## config.mk

```make
export PLATFORM = sky130hd
export DESIGN_NAME = inport_conditioner
export DESIGN_NICKNAME = d
export VERILOG_FILES = /design/src/rtl/inport_conditioner_pkg.sv /design/src/rtl/inport_conditioner_sync_2ff.sv /design/src/rtl/inport_conditioner.sv
export SDC_FILE = /design/constraint.sdc
export NUM_CORES = 1
export LEC_CHECK = 0
export ABC_AREA = 1
export BUFFER_PORTS_ARGS = -buffer_cell sky130_fd_sc_hd__buf_2
export CAP_MARGIN = 20
export CORE_ASPECT_RATIO = 1.25
export CORE_UTILIZATION = 41
export CTS_CLUSTER_DIAMETER = 40
export DETAILED_ROUTE_END_ITERATION = 10
export HOLD_SLACK_MARGIN = 0.12
export SLEW_MARGIN = 10
export SYNTH_ARGS = -nofsm -noshare
export SYNTH_HDL_FRONTEND = slang
export SYNTH_SLANG_ARGS = --single-unit
```

## constraint.sdc

```tcl
create_clock -name clk -period 1.5 [get_ports clk]
set_input_delay 0.075 -clock clk [delete_from_list [all_inputs] [get_ports clk]]
set_output_delay 0.075 -clock clk [all_outputs]
set_load 0.03 [all_outputs]
```

## src/rtl/inport_conditioner_pkg.sv

```systemverilog
// Shared definitions for the inport conditioner: stop FSM encoding and
// the default debounce length.
package inport_conditioner_pkg;

    localparam int DEFAULT_DEBOUNCE_CYCLES = 16;

    typedef enum logic [1:0] {
        IDLE       = 2'd0,
        PRESS_WAIT = 2'd1,
        HELD       = 2'd2,
        REL_WAIT   = 2'd3
    } stop_state_t;

endpackage

```

## src/rtl/inport_conditioner_sync_2ff.sv

```systemverilog
// Two-flop synchronizer for asynchronous board inputs; width-parameterized
// so one module serves both the switch bus and the stop button.
module sync_2ff #(
    parameter int WIDTH = 1
) (
    input  logic             clk,
    input  logic             reset,
    input  logic [WIDTH-1:0] d,
    output logic [WIDTH-1:0] q
);

    logic [WIDTH-1:0] sync1;
    logic [WIDTH-1:0] sync2;

    // Two back-to-back flops to settle metastability before any use.
    always_ff @(posedge clk) begin
        if (reset) begin
            sync1 <= '0;
            sync2 <= '0;
        end else begin
            sync1 <= d;
            sync2 <= sync1;
        end
    end

    assign q = sync2;

endmodule

```

## src/rtl/inport_conditioner.sv

```systemverilog
// Debounces the board switch bus into the datapath inport word and the stop
// pushbutton into a level plus a one-cycle press pulse.
//
// Stop FSM states:
//   state      | meaning
//   IDLE       | button released, stop = 0
//   PRESS_WAIT | input high, counting stable cycles before accepting the press
//   HELD       | press accepted, stop = 1
//   REL_WAIT   | input low, counting stable cycles before accepting release
module inport_conditioner
    import inport_conditioner_pkg::*;
#(
    parameter int REG_SIZE        = 32,
    parameter int DEBOUNCE_CYCLES = DEFAULT_DEBOUNCE_CYCLES
) (
    input  logic                clk,
    input  logic                reset,
    input  logic [REG_SIZE-1:0] sw_raw,
    input  logic                stop_raw,
    output logic [REG_SIZE-1:0] inport_ext_input,
    output logic                sw_changed,
    output logic                stop,
    output logic                stop_pulse
);

    localparam int CNT_W = (DEBOUNCE_CYCLES > 1) ? $clog2(DEBOUNCE_CYCLES) : 1;
    localparam logic [CNT_W-1:0] CNT_MAX = CNT_W'(DEBOUNCE_CYCLES - 1);
    localparam logic [CNT_W-1:0] CNT_ONE = CNT_W'(1);

    logic [REG_SIZE-1:0] sw_sync;
    logic                stop_sync;

    logic [REG_SIZE-1:0] sw_cand;
    logic [CNT_W-1:0]    sw_cnt;

    stop_state_t         state;
    stop_state_t         state_nxt;
    logic [CNT_W-1:0]    stop_cnt;
    logic [CNT_W-1:0]    stop_cnt_nxt;
    logic                stop_nxt;
    logic                stop_pulse_nxt;

    sync_2ff #(.WIDTH(REG_SIZE)) u_sync_sw (
        .clk   (clk),
        .reset (reset),
        .d     (sw_raw),
        .q     (sw_sync)
    );

    sync_2ff #(.WIDTH(1)) u_sync_stop (
        .clk   (clk),
        .reset (reset),
        .d     (stop_raw),
        .q     (stop_sync)
    );

    // Switch word qualification: any bit change restarts the count, and the
    // whole word is accepted only after it has been stable long enough.
    always_ff @(posedge clk) begin
        if (reset) begin
            sw_cand          <= '0;
            sw_cnt           <= '0;
            inport_ext_input <= '0;
            sw_changed       <= 1'b0;
        end else begin
            sw_changed <= 1'b0;
            if (sw_sync != sw_cand) begin
                sw_cand <= sw_sync;
                sw_cnt  <= '0;
            end else if (sw_cnt != CNT_MAX) begin
                sw_cnt <= sw_cnt + CNT_ONE;
            end else begin
                // Saturated: keep reloading the same word, flag only real changes.
                inport_ext_input <= sw_cand;
                sw_changed       <= (sw_cand != inport_ext_input);
            end
        end
    end

    // Stop FSM state, counter and registered outputs.
    always_ff @(posedge clk) begin
        if (reset) begin
            state      <= IDLE;
            stop_cnt   <= '0;
            stop       <= 1'b0;
            stop_pulse <= 1'b0;
        end else begin
            state      <= state_nxt;
            stop_cnt   <= stop_cnt_nxt;
            stop       <= stop_nxt;
            stop_pulse <= stop_pulse_nxt;
        end
    end

    // Stop FSM next state; the pulse fires only on an accepted press, not when
    // a release bounce drops back from REL_WAIT into HELD.
    always_comb begin
        state_nxt      = state;
        stop_cnt_nxt   = stop_cnt;
        stop_pulse_nxt = 1'b0;
        case (state)
            IDLE: begin
                if (stop_sync) begin
                    state_nxt    = PRESS_WAIT;
                    stop_cnt_nxt = '0;
                end
            end
            PRESS_WAIT: begin
                if (!stop_sync) begin
                    state_nxt = IDLE;
                end else if (stop_cnt == CNT_MAX) begin
                    state_nxt      = HELD;
                    stop_pulse_nxt = 1'b1;
                end else begin
                    stop_cnt_nxt = stop_cnt + CNT_ONE;
                end
            end
            HELD: begin
                if (!stop_sync) begin
                    state_nxt    = REL_WAIT;
                    stop_cnt_nxt = '0;
                end
            end
            REL_WAIT: begin
                if (stop_sync) begin
                    state_nxt = HELD;
                end else if (stop_cnt == CNT_MAX) begin
                    state_nxt = IDLE;
                end else begin
                    stop_cnt_nxt = stop_cnt + CNT_ONE;
                end
            end
            default: begin
                state_nxt = IDLE;
            end
        endcase
        stop_nxt = (state_nxt == HELD) || (state_nxt == REL_WAIT);
    end

endmodule

```

==> results of run 1 <==
==> cell usage in the layout, fill, tap and decap left out, types with 3 or more instances in the layout <==
cell type	n
xnor2_1	13
nor2_1	142
nand2_4	4
inv_1	180
nor3_2	3
clkbuf_16	19
buf_6	4
a21oi_1	5
nand2_2	20
clkbuf_8	4
nor3_1	6
buf_12	5
nand4_1	46
nand2_1	150
dlygate4sd3_1	33
dfxtp_1	131
o21ai_0	4
buf_4	66
nor2_4	5
buf_2	68
xor2_1	17
bufinv_16	3
nand3_1	3
nor2_2	7
dfxtp_2	12
inv_2	22
==> cells by family (layout without fill, tap and decap cells) <==
group           count (synthesis)  count (layout)  share of synthesized area [%]
flops                         143             143                          50.18
buf+inv                       229             414                          15.26
fa+ha+maj                       2               2                         0.4385
compound gates                 11              11                          1.009
simple gates                  389             389                          28.36
xor+xnor                       31              31                          4.759
==> path summary, 6_finish.rpt <==
check                           start                   to  slack (ns)
setup / recovery      u_sync_sw.q[15]  inport_ext_input[5]       -0.17
hold / removal                  reset   u_sync_sw.sync1[0]        0.19
setup reg to reg      u_sync_sw.q[15]  inport_ext_input[5]       -0.17
hold reg to reg   u_sync_sw.sync1[24]      u_sync_sw.q[24]        0.40
==> timing repair <==
action | 4_1_cts | 5_1_grt
hold buffers | 33 | 0
pin swaps | 6 | 48
buffers inserted | 4 | 3
endpoints found under the hold margin | 33 | 0
gates resized for setup | 19 | 67
gates cloned | 1 | 2
setup endpoints to repair | 37 | 38
==> layer usage <==
metal | track usage (%) | part of all wire [%] | vias to the layer above
li1 | - | - | 2683
met1 | 22.76 | 46 | 2182
met2 | 29.81 | 48 | 83
met3 | 5.248 | 3.7 | 17
met4 | 7.915 | 1.9 | 0
met5 | 0 | 0 | -
==> sequential cells by signal (all words and copies together), names as in the netlist <==
register	flops
stop_cnt	4
stop_pulse	1
sw_changed	1
inport_ext_input	32
state	2
sw_cnt	4
u_sync_stop.q	1
sw_cand	32
stop	1
u_sync_stop.sync1	1
u_sync_sw.q	32
u_sync_sw.sync1	32
==> metrics by stage <==
step           cell area, sq um  hold slack (ns)  total power [mW]  TNS [ns]  utilization [%]
5_1_grt                    8021           0.2090             9.267    -7.869            59.83
3_5_place_dp               6759           0.2798             4.588    -6.379            50.41
6_report                   8021           0.1907             8.937    -4.549            59.83
3_3_place_gp               6759           0.2774             4.586    -5.520            50.41
4_1_cts                    7810           0.1915             9.018    -2.629            58.25
2_1_floorplan              5705           0.1820             4.349         0                -
==> worst reg2reg max path, stage by stage (launching register included) <==
cell	delay (ns)
dfxtp_2	0.34
xnor2_2	0.17
nand2_1	0.13
nor2_1	0.12
nand2_1	0.09
nor2_4	0.18
nand3_4	0.18
clkbuf_16	0.23
nand2_1	0.06
inv_1	0.04
nor2_1	0.08
==> area by class of cell <==
class / count / area (sq um)
Fill cell: 1241 / 5386
Sequential cell: 143 / 2878
Multi-Input combinational cell: 433 / 2136
Timing Repair Buffer: 181 / 1419
Inverter: 203 / 762.0
Clock buffer: 21 / 480.5
Tap cell: 171 / 214.0
Clock inverter: 9 / 132.6
==> power groups by stage <==
stage / sequential (mW) / clock (mW) / combinational [mW]
finish: 3.96 / 4.33 / 0.646
global route: 3.98 / 4.57 / 0.723
CTS: 3.96 / 4.42 / 0.641
detailed placement: 4.04 / 0 / 0.546
global placement: 4.04 / 0 / 0.545
floorplan: 4.03 / 0 / 0.316
==> metrics.yaml, run 1 <==
outcome: "complete, but fails checks"
failed_checks: "negative setup slack"
finalSetupViolations: 37
pre_cts_slack_ns: -0.1987
netlist.area_leader.share_pct: 50.18
setup_slack_ns: -0.1654
max_freq_mhz: 600.4
worstPathArrival_ns: 2.02
worst_pin_slew_ns: 0.6929
wirelength_mm: 12.93
crit_family: "simple AND/OR/NAND/NOR gates"
dp.cells: 1089
p_int_mw: 7.001
antenna_left: 0
relSlewSlack_pct: 53.52
cp.required_ns: 1.86
synth_cell_types: 21
power_frac_comb_pct: 7.2
coreArea_sq_um: 13410
p_leak_nw: 3.952
grt_pass1_vias: 4451
crit_type: "reg2reg"
grt_use_total_pct: 18.43
cts_tree: "done"
vdd_drop_max_uv: 812.8
first_pass_iters: 4
synth_top_flop_cell: "dfxtp_1"
grt_overflow: 0
synthCells: 805
worstSetupStartpointType: "flip-flop"
ys_top_cells_by_count: "inv_1, nand2_1, nor2_1, dfxtp_1, nand4_1"
yosys.area.top_type: "dfxtp_1"
place_congestion: 0.7804
synth-seq-cells: 143
p_per_area_nw_per_um2: 1114
grt_start_max_net_pins: 103
dieArea_sq_um: 14390
grt_antenna_before_repair: 0
dieHeight_um: 133.9
clk_path_buf_depth: 2
min_period_ns: 1.665
yosysMostFrequentCell: "inv_1"
synth_edf_count: 0
area_growth_pct: 40.59
path_buf_inv: 2
ys_warn_count: 0
slowest_delay_ns: 0.34
vias_per_cell: 4.276
critPathSlowestCell: "dfxtp_2"
hpwl_mm: 8.258
grt_pass1_wl_mm: 20.45
diodes: 0
hold_path_class: "in2reg"
crit_chain: "xnor2_2 -> nand2_1 -> nor2_1 -> nand2_1 -> nor2_4 -> nand3_4 -> clkbuf_16 -> nand2_1 -> inv_1 -> nor2_1"
whs_path_depth: 3
rsz0062_at_grt: "true"
path_common_cell: "nand2_1"
vias: 4965
clk_latency_ns: 0.41
routedWlPerCell_um: 11.13
p_clk_share_pct: 48.4
maxCapViolCount: 0
slew_viol_final: 0
pwr-share-seq_pct: 44.4
p_sw_share_pct: 21.66
layout.cells.non_filler: 1161
h-tree-depth: 4
fin_nets: 1016
switching_power_mw: 1.936
row_count: 47
cts_buffers: 17
worst-path-stages: 10
synth.avg_cell_area_sq_um: 7.088
path_max_fanout: 8
drtIter0Drc: 182
synth_area_sq_um: 5705
drive_above_1_share_pct: 25.76
synthArstFlopShare_pct: 0
end_kind: "flip-flop"
synth_fp_nets: 842
io_pins: 70
cts.sinks: 143
io_buffer_count: 69
ys_top_cells_by_area: "dfxtp_1, inv_1, nand2_1"
die_w_um: 107.5
cts.clk_slew.worst_paths_ns: 0.06
finalHoldViolCount: 0
post-route-period-util_pct: 111.0
skew_ns: 0.007669
rr_worst_depth: 10
drc_errors: 0
synth-seq-area-share_pct: 50.18
cts_root_buffer: "clkbuf_16"
initial_core_util_pct: 42.55
Note: power is estimated with default switching activity, not from simulation.
==> inputs of run 2 (changes only) <==
--- a/config.mk
+++ b/config.mk
@@ -9,6 +9,7 @@
 export BUFFER_PORTS_ARGS = -buffer_cell sky130_fd_sc_hd__buf_2
 export CAP_MARGIN = 20
 export CORE_ASPECT_RATIO = 1.25
+export CORE_MARGIN = 3
 export CORE_UTILIZATION = 41
 export CTS_CLUSTER_DIAMETER = 40
 export DETAILED_ROUTE_END_ITERATION = 10
==> metrics.yaml, run 2 (synthesis gave the netlist of run 1 again) <==
area_growth_pct: 42.52  # was 40.59%
drive_above_1_share_pct: 26.67  # was 25.76%
hpwl_mm: 8.491  # was 8.258 mm
rsz0062_at_grt: "true"  # unchanged
max_freq_mhz: 603.7  # was 600.4 MHz
path_common_cell: "nor2_2"  # was nand2_1
end_kind: "flip-flop"  # unchanged
cts.sinks: 143  # unchanged
cts_buffers: 17  # unchanged
place_congestion: 0.7844  # was 0.7804
failed_checks: "negative setup slack"  # unchanged
crit_family: "simple AND/OR/NAND/NOR gates"  # unchanged
diodes: 0  # unchanged
grt_pass1_vias: 4700  # was 4451
maxCapViolCount: 0  # unchanged
dieArea_sq_um: 15380  # was 14390 sq um
cts_root_buffer: "clkbuf_16"  # unchanged
h-tree-depth: 4  # unchanged
clk_path_buf_depth: 2  # unchanged
worstHoldStart: "sw_raw[28]"  # was reset
drc_errors: 0  # unchanged
outcome: "complete, but fails checks"  # unchanged
vdd_drop_max_uv: 753.8  # was 812.8 uV
rr_endpoint: "inport_ext_input[25]"  # was inport_ext_input[5]
die_w_um: 111.5  # was 107.5 um
p_leak_nw: 3.972  # was 3.952 nW
multiInputGateArea_sq_um: 2151  # was 2136 sq um
fin_nets: 1014  # was 1016
relSlewSlack_pct: 78.72  # was 53.52%
io_buffer_count: 69  # unchanged
r2r-start: "sw_cnt[1]"  # was u_sync_sw.q[15]
switching_power_mw: 2.023  # was 1.936 mW
min_to: "u_sync_sw.sync1[28]"  # was u_sync_sw.sync1[0]
clk_latency_ns: 0.42  # was 0.41 ns
p_sw_share_pct: 21.82  # was 21.66%
antenna_left: 0  # unchanged
setup_slack_ns: -0.1565  # was -0.1654 ns
finalSetupViolations: 37  # unchanged
worstSetupStartpointType: "flip-flop"  # unchanged
skew_ns: 0.009743  # was 0.007669 ns
rr_worst_depth: 8  # was 10
grt_use_total_pct: 17.89  # was 18.43%
crit_chain: "ha_1 -> nand2_1 -> nor2_2 -> nand3_4 -> buf_12 -> nand2_4 -> inv_2 -> nor2_2"  # was xnor2_2 -> nand2_1 -> nor2_1 -> nand2_1 -> nor2_4 -> nand3_4 -> clkbuf_16 -> nand2_1 -> inv_1 -> nor2_1
worstPathArrival_ns: 2.01  # was 2.02 ns
routedWlPerCell_um: 11.63  # was 11.13 um
path_buf_inv: 2  # unchanged
min_period_ns: 1.657  # was 1.665 ns
p_per_area_nw_per_um2: 1140  # was 1114 nW/um^2
power_frac_comb_pct: 7.2  # about the same
hold_path_class: "in2reg"  # unchanged
initial_core_util_pct: 42.55  # unchanged
io_pins: 70  # unchanged
pwr-share-seq_pct: 42.8  # was 44.4%
finalHoldViolCount: 0  # unchanged
crit_type: "reg2reg"  # unchanged
finish.utilization_pct: 60.65  # was 59.83%
seqCellArea_sq_um: 2880  # was 2878 sq um
final_cell_mix: "inv_1, nand2_1, nor2_1"  # unchanged
cp.required_ns: 1.86  # about the same
slew_viol_final: 0  # unchanged
worst_pin_slew_ns: 0.3188  # was 0.6929 ns
whs_path_depth: 4  # was 3
r2r_setup_slack_ns: -0.16  # was -0.17 ns
final_common_cell: "inv_1"  # unchanged
grt_overflow: 0  # unchanged
post-route-period-util_pct: 110.4  # was 111.0%
drtIter0Drc: 245  # was 182
critPathSlowestCell: "dfxtp_1"  # was dfxtp_2
first_pass_iters: 6  # was 4
slowest_delay_ns: 0.37  # was 0.34 ns
hold_slack_ns: 0.3808  # was 0.1907 ns
grt_antenna_before_repair: 0  # unchanged
cts_tree: "done"  # unchanged
final_area_sq_um: 8132  # was 8021 sq um
row_count: 47  # unchanged
p_int_mw: 7.247  # was 7.001 mW
dieHeight_um: 137.9  # was 133.9 um
coreArea_sq_um: 13410  # unchanged
p_clk_share_pct: 50.1  # was 48.4%
path_max_fanout: 7  # was 8
vias_per_cell: 4.311  # was 4.276
cts.clk_slew.worst_paths_ns: 0.06  # about the same
nFillCells: 1215  # was 1241
layout.cells.non_filler: 1161  # unchanged
grt_pass1_wl_mm: 21.94  # was 20.45 mm
place_area_sq_um: 6691  # was 6759 sq um
vias: 5005  # was 4965
wirelength_mm: 13.51  # was 12.93 mm
dp.cells: 1080  # was 1089
grt_start_max_net_pins: 55  # was 103
-- run 2: layout make-up --
class / instances / area share, %
clock inverter: 12 / 2.539
timing repair buffer: 179 / 18.10
clock buffer: 20 / 5.493
inverter: 203 / 9.371
tap: 171 / 2.631
sequential: 143 / 35.42
multi-input combinational: 433 / 26.45
-- run 2: through the flow --
step           power (mW)  setup WS, ns  TNS [ns]
3_5_place_dp        4.577       -0.1109    -2.769
6_report            9.270       -0.1565    -4.756
5_1_grt             9.611       -0.2780    -9.339
2_1_floorplan       4.349       0.04765         0
4_1_cts             9.339       -0.1209    -3.648
3_3_place_gp        4.574      -0.09342    -2.628
-- run 2: metal layers --
| layer | routed length [um] | up-vias | GRT usage, % |
|---|---|---|---|
| met4 | 374 | 0 | 7.032 |
| met3 | 594 | 32 | 5.151 |
| met1 | 5923 | 2189 | 20.42 |
| met2 | 6614 | 104 | 31.76 |
| met5 | 0 | - | 0 |
| li1 | - | 2680 | - |
-- run 2: repair_timing --
action,CTS,global route
setup endpoints to repair,37,41
resized for setup,40,59
pin swaps,31,34
buffers inserted,4,2
hold buffers,38,0
cloned,3,3
endpoints found under the hold margin,51,0
-- run 2: power by group through the flow --
| stage | Sequential, mW | Clock, mW | Combinational, mW |
|---|---|---|---|
| floorplan | 4.03 | 0 | 0.316 |
| global placement | 4.04 | 0 | 0.531 |
| detailed placement | 4.04 | 0 | 0.533 |
| CTS | 3.96 | 4.73 | 0.644 |
| global route | 3.98 | 4.89 | 0.748 |
| finish | 3.96 | 4.64 | 0.665 |
-- run 2: tightest hold or removal path: stages --
cell and delay [ns]:
dlygate4sd3_1 0.51, buf_2 0.09, inv_1 0.03, nor2_1 0.06
-- run 2: how the worst max path moves through the flow --
stage / cells after the start / start / end
after floorplan: 7 / sw_cnt[0] / inport_ext_input[10]
after global placement: 11 / sw_cand[14] / inport_ext_input[29]
after detailed placement: 11 / sw_cand[14] / inport_ext_input[25]
after CTS: 11 / u_sync_sw.q[6] / inport_ext_input[8]
after global routing: 11 / sw_cand[7] / inport_ext_input[5]
final: 8 / sw_cnt[1] / inport_ext_input[25]
==> inputs of run 3 (changes only) <==
--- a/config.mk
+++ b/config.mk
@@ -8,7 +8,6 @@
 export ABC_AREA = 1
 export BUFFER_PORTS_ARGS = -buffer_cell sky130_fd_sc_hd__buf_2
 export CAP_MARGIN = 20
-export CORE_ASPECT_RATIO = 1.25
 export CORE_MARGIN = 3
 export CORE_UTILIZATION = 41
 export CTS_CLUSTER_DIAMETER = 40
==> metrics.yaml, run 3 (synthesis gave the netlist of run 1 again) <==
outcome: "complete, but fails checks"  # unchanged
failed_checks: "negative setup slack"  # unchanged
hpwl_mm: 8.736  # was 8.491 mm
nFillCells: 1245  # was 1215
clk_path_buf_depth: 2  # unchanged
use_met2_pct: 28.62  # was 31.76%
whs_path_depth: 4  # unchanged
final_common_cell: "inv_1"  # unchanged
grt_use_total_pct: 17.99  # was 17.89%
first_pass_iters: 4  # was 6
cts_root_buffer: "clkbuf_16"  # unchanged
io_pins: 70  # unchanged
min_period_ns: 1.599  # was 1.657 ns
grt_use_met3_pct: 5.041  # was 5.151%
coreArea_sq_um: 13400  # was 13410 sq um
diodes: 0  # unchanged
antenna_left: 0  # unchanged
cts_buffers: 17  # unchanged
die_w_um: 124.0  # was 111.5 um
met1_usage_pct: 22.86  # was 20.42%
path_buf_inv: 3  # was 2
hold_path_class: "in2reg"  # unchanged
crit_family: "simple AND/OR/NAND/NOR gates"  # unchanged
r2r_setup_slack_ns: -0.1  # was -0.16 ns
drc_errors: 0  # unchanged
p_per_area_nw_per_um2: 1135  # was 1140 nW/um^2
rsz0062_at_grt: "true"  # unchanged
drtIter0Drc: 217  # was 245
p_leak_nw: 3.905  # was 3.972 nW
multiInputGateArea_sq_um: 2122  # was 2151 sq um
layout.cells.non_filler: 1167  # was 1161
fin_nets: 1015  # was 1014
initial_core_util_pct: 42.58  # was 42.55%
grt_antenna_before_repair: 0  # unchanged
worstSetupStartpointType: "flip-flop"  # unchanged
rr_worst_depth: 11  # was 8
clk_latency_ns: 0.42  # about the same
grt_pass1_wl_mm: 21.19  # was 21.94 mm
row_count: 42  # was 47
crit_type: "reg2reg"  # unchanged
top_usage_layer: "met2"  # unchanged
routedWlPerCell_um: 11.18  # was 11.63 um
finalSetupViolations: 35  # was 37
crit_chain: "inv_2 -> nand2_2 -> nand4_1 -> nor2_1 -> nand2_1 -> nor2_4 -> nand3_4 -> buf_6 -> nand2_1 -> inv_1 -> nor2_1"  # was ha_1 -> nand2_1 -> nor2_2 -> nand3_4 -> buf_12 -> nand2_4 -> inv_2 -> nor2_2
cts_tree: "done"  # unchanged
h-tree-depth: 4  # unchanged
place_congestion: 0.8282  # was 0.7844
dieArea_sq_um: 15370  # was 15380 sq um
cts.sinks: 143  # unchanged
cts.clk_slew.worst_paths_ns: 0.06  # about the same
critPathSlowestCell: "dfxtp_2"  # was dfxtp_1
slowest_delay_ns: 0.35  # was 0.37 ns
dp.cells: 1096  # was 1080
cp.required_ns: 1.86  # about the same
post-route-period-util_pct: 106.6  # was 110.4%
grt_pass1_vias: 4599  # was 4700
grt_start_max_net_pins: 42  # was 55
dieHeight_um: 124.0  # was 137.9 um
worst-path-stages: 11  # was 8
worst_pin_slew_ns: 0.4212  # was 0.3188 ns
drive_above_1_share_pct: 23.31  # was 26.67%
maxCapViolCount: 0  # unchanged
end_kind: "flip-flop"  # unchanged
worstPathArrival_ns: 1.96  # was 2.01 ns
area_growth_pct: 39.65  # was 42.52%
final_cell_mix: "inv_1, nand2_1, nor2_1"  # unchanged
grt_overflow: 0  # unchanged
power_mw: 9.044  # was 9.270 mW
seqCellArea_sq_um: 2869  # was 2880 sq um
vdd_drop_max_uv: 862.9  # was 753.8 uV
vias_per_cell: 4.254  # was 4.311
finalHoldViolCount: 0  # unchanged
slew_viol_final: 0  # unchanged
relSlewSlack_pct: 71.92  # was 78.72%
setup_slack_ns: -0.09933  # was -0.1565 ns
wirelength_mm: 13.05  # was 13.51 mm
max_freq_mhz: 625.3  # was 603.7 MHz
vias: 4964  # was 5005
path_max_fanout: 13  # was 7
skew_ns: 0.01362  # was 0.009743 ns
io_buffer_count: 69  # unchanged
## run 3: cell types whose count changed in the layout (fill, tap and decap cells not counted), moves of 9 or more
cell,before,now
dfxtp_1,129,138
inv_2,27,18
nand2_1,144,155
dfxtp_2,14,5
nand2_2,25,9
buf_4,58,68
inv_1,175,184
## run 3: repair_timing
item,in CTS,in global routing
endpoints found under the setup margin,37,43
endpoints found under the hold margin,35,0
pin swaps,11,16
buffers inserted,4,1
gates resized for setup,34,35
hold buffers,34,0
cloned,1,1
## run 3: area by class of cell
cell class / instances / share of cell area (%)
Clock buffer: 19 / 5.559
Clock inverter: 13 / 2.356
Multi-Input combinational cell: 433 / 26.63
Tap cell: 176 / 2.764
Timing Repair Buffer: 180 / 17.12
Sequential cell: 143 / 36.01
Inverter: 203 / 9.563
## run 3: per-layer routing
layer | wire [um] | up-vias
met5 | 0 | -
met4 | 293 | 0
met3 | 622 | 25
met2 | 6073 | 88
met1 | 6062 | 2159
li1 | - | 2692
## run 3: stage by stage
step / setup TNS, ns / hold WS [ns] / setup WS (ns) / cell area (sq um) / util (%)
floorplan: 0 / 0.1820 / 0.04765 / 5705 / -
global placement: -4.955 / 0.2734 / -0.1572 / 6755 / 50.41
detailed placement: -5.057 / 0.2796 / -0.1714 / 6755 / 50.41
CTS: -4.108 / 0.3642 / -0.1393 / 7864 / 58.68
global route: -9.143 / 0.3922 / -0.3033 / 7968 / 59.46
finish: -2.763 / 0.3819 / -0.09933 / 7968 / 59.46
## run 3: final timing paths
check,start,endpoint
hold reg to reg,u_sync_sw.sync1[28],u_sync_sw.q[28]
setup reg to reg,sw_cand[14],inport_ext_input[22]
hold / removal,sw_raw[23],u_sync_sw.sync1[23]
setup / recovery,sw_cand[14],inport_ext_input[22]
## run 3: worst register-to-register path: stages, from the launching register on
cell     delay (ns)
dfxtp_2        0.35
inv_2          0.05
nand2_2        0.05
nand4_1        0.17
nor2_1         0.13
nand2_1        0.10
nor2_4         0.17
nand3_4        0.15
buf_6          0.19
nand2_1        0.07
inv_1          0.04
nor2_1         0.08
## run 3: power by group
| group | internal [mW] | switching [mW] | total, mW |
|---|---|---|---|
| Clock | 2.83 | 1.62 | 4.45 |
| Combinational | 0.309 | 0.323 | 0.632 |
| Sequential | 3.91 | 0.0557 | 3.96 |
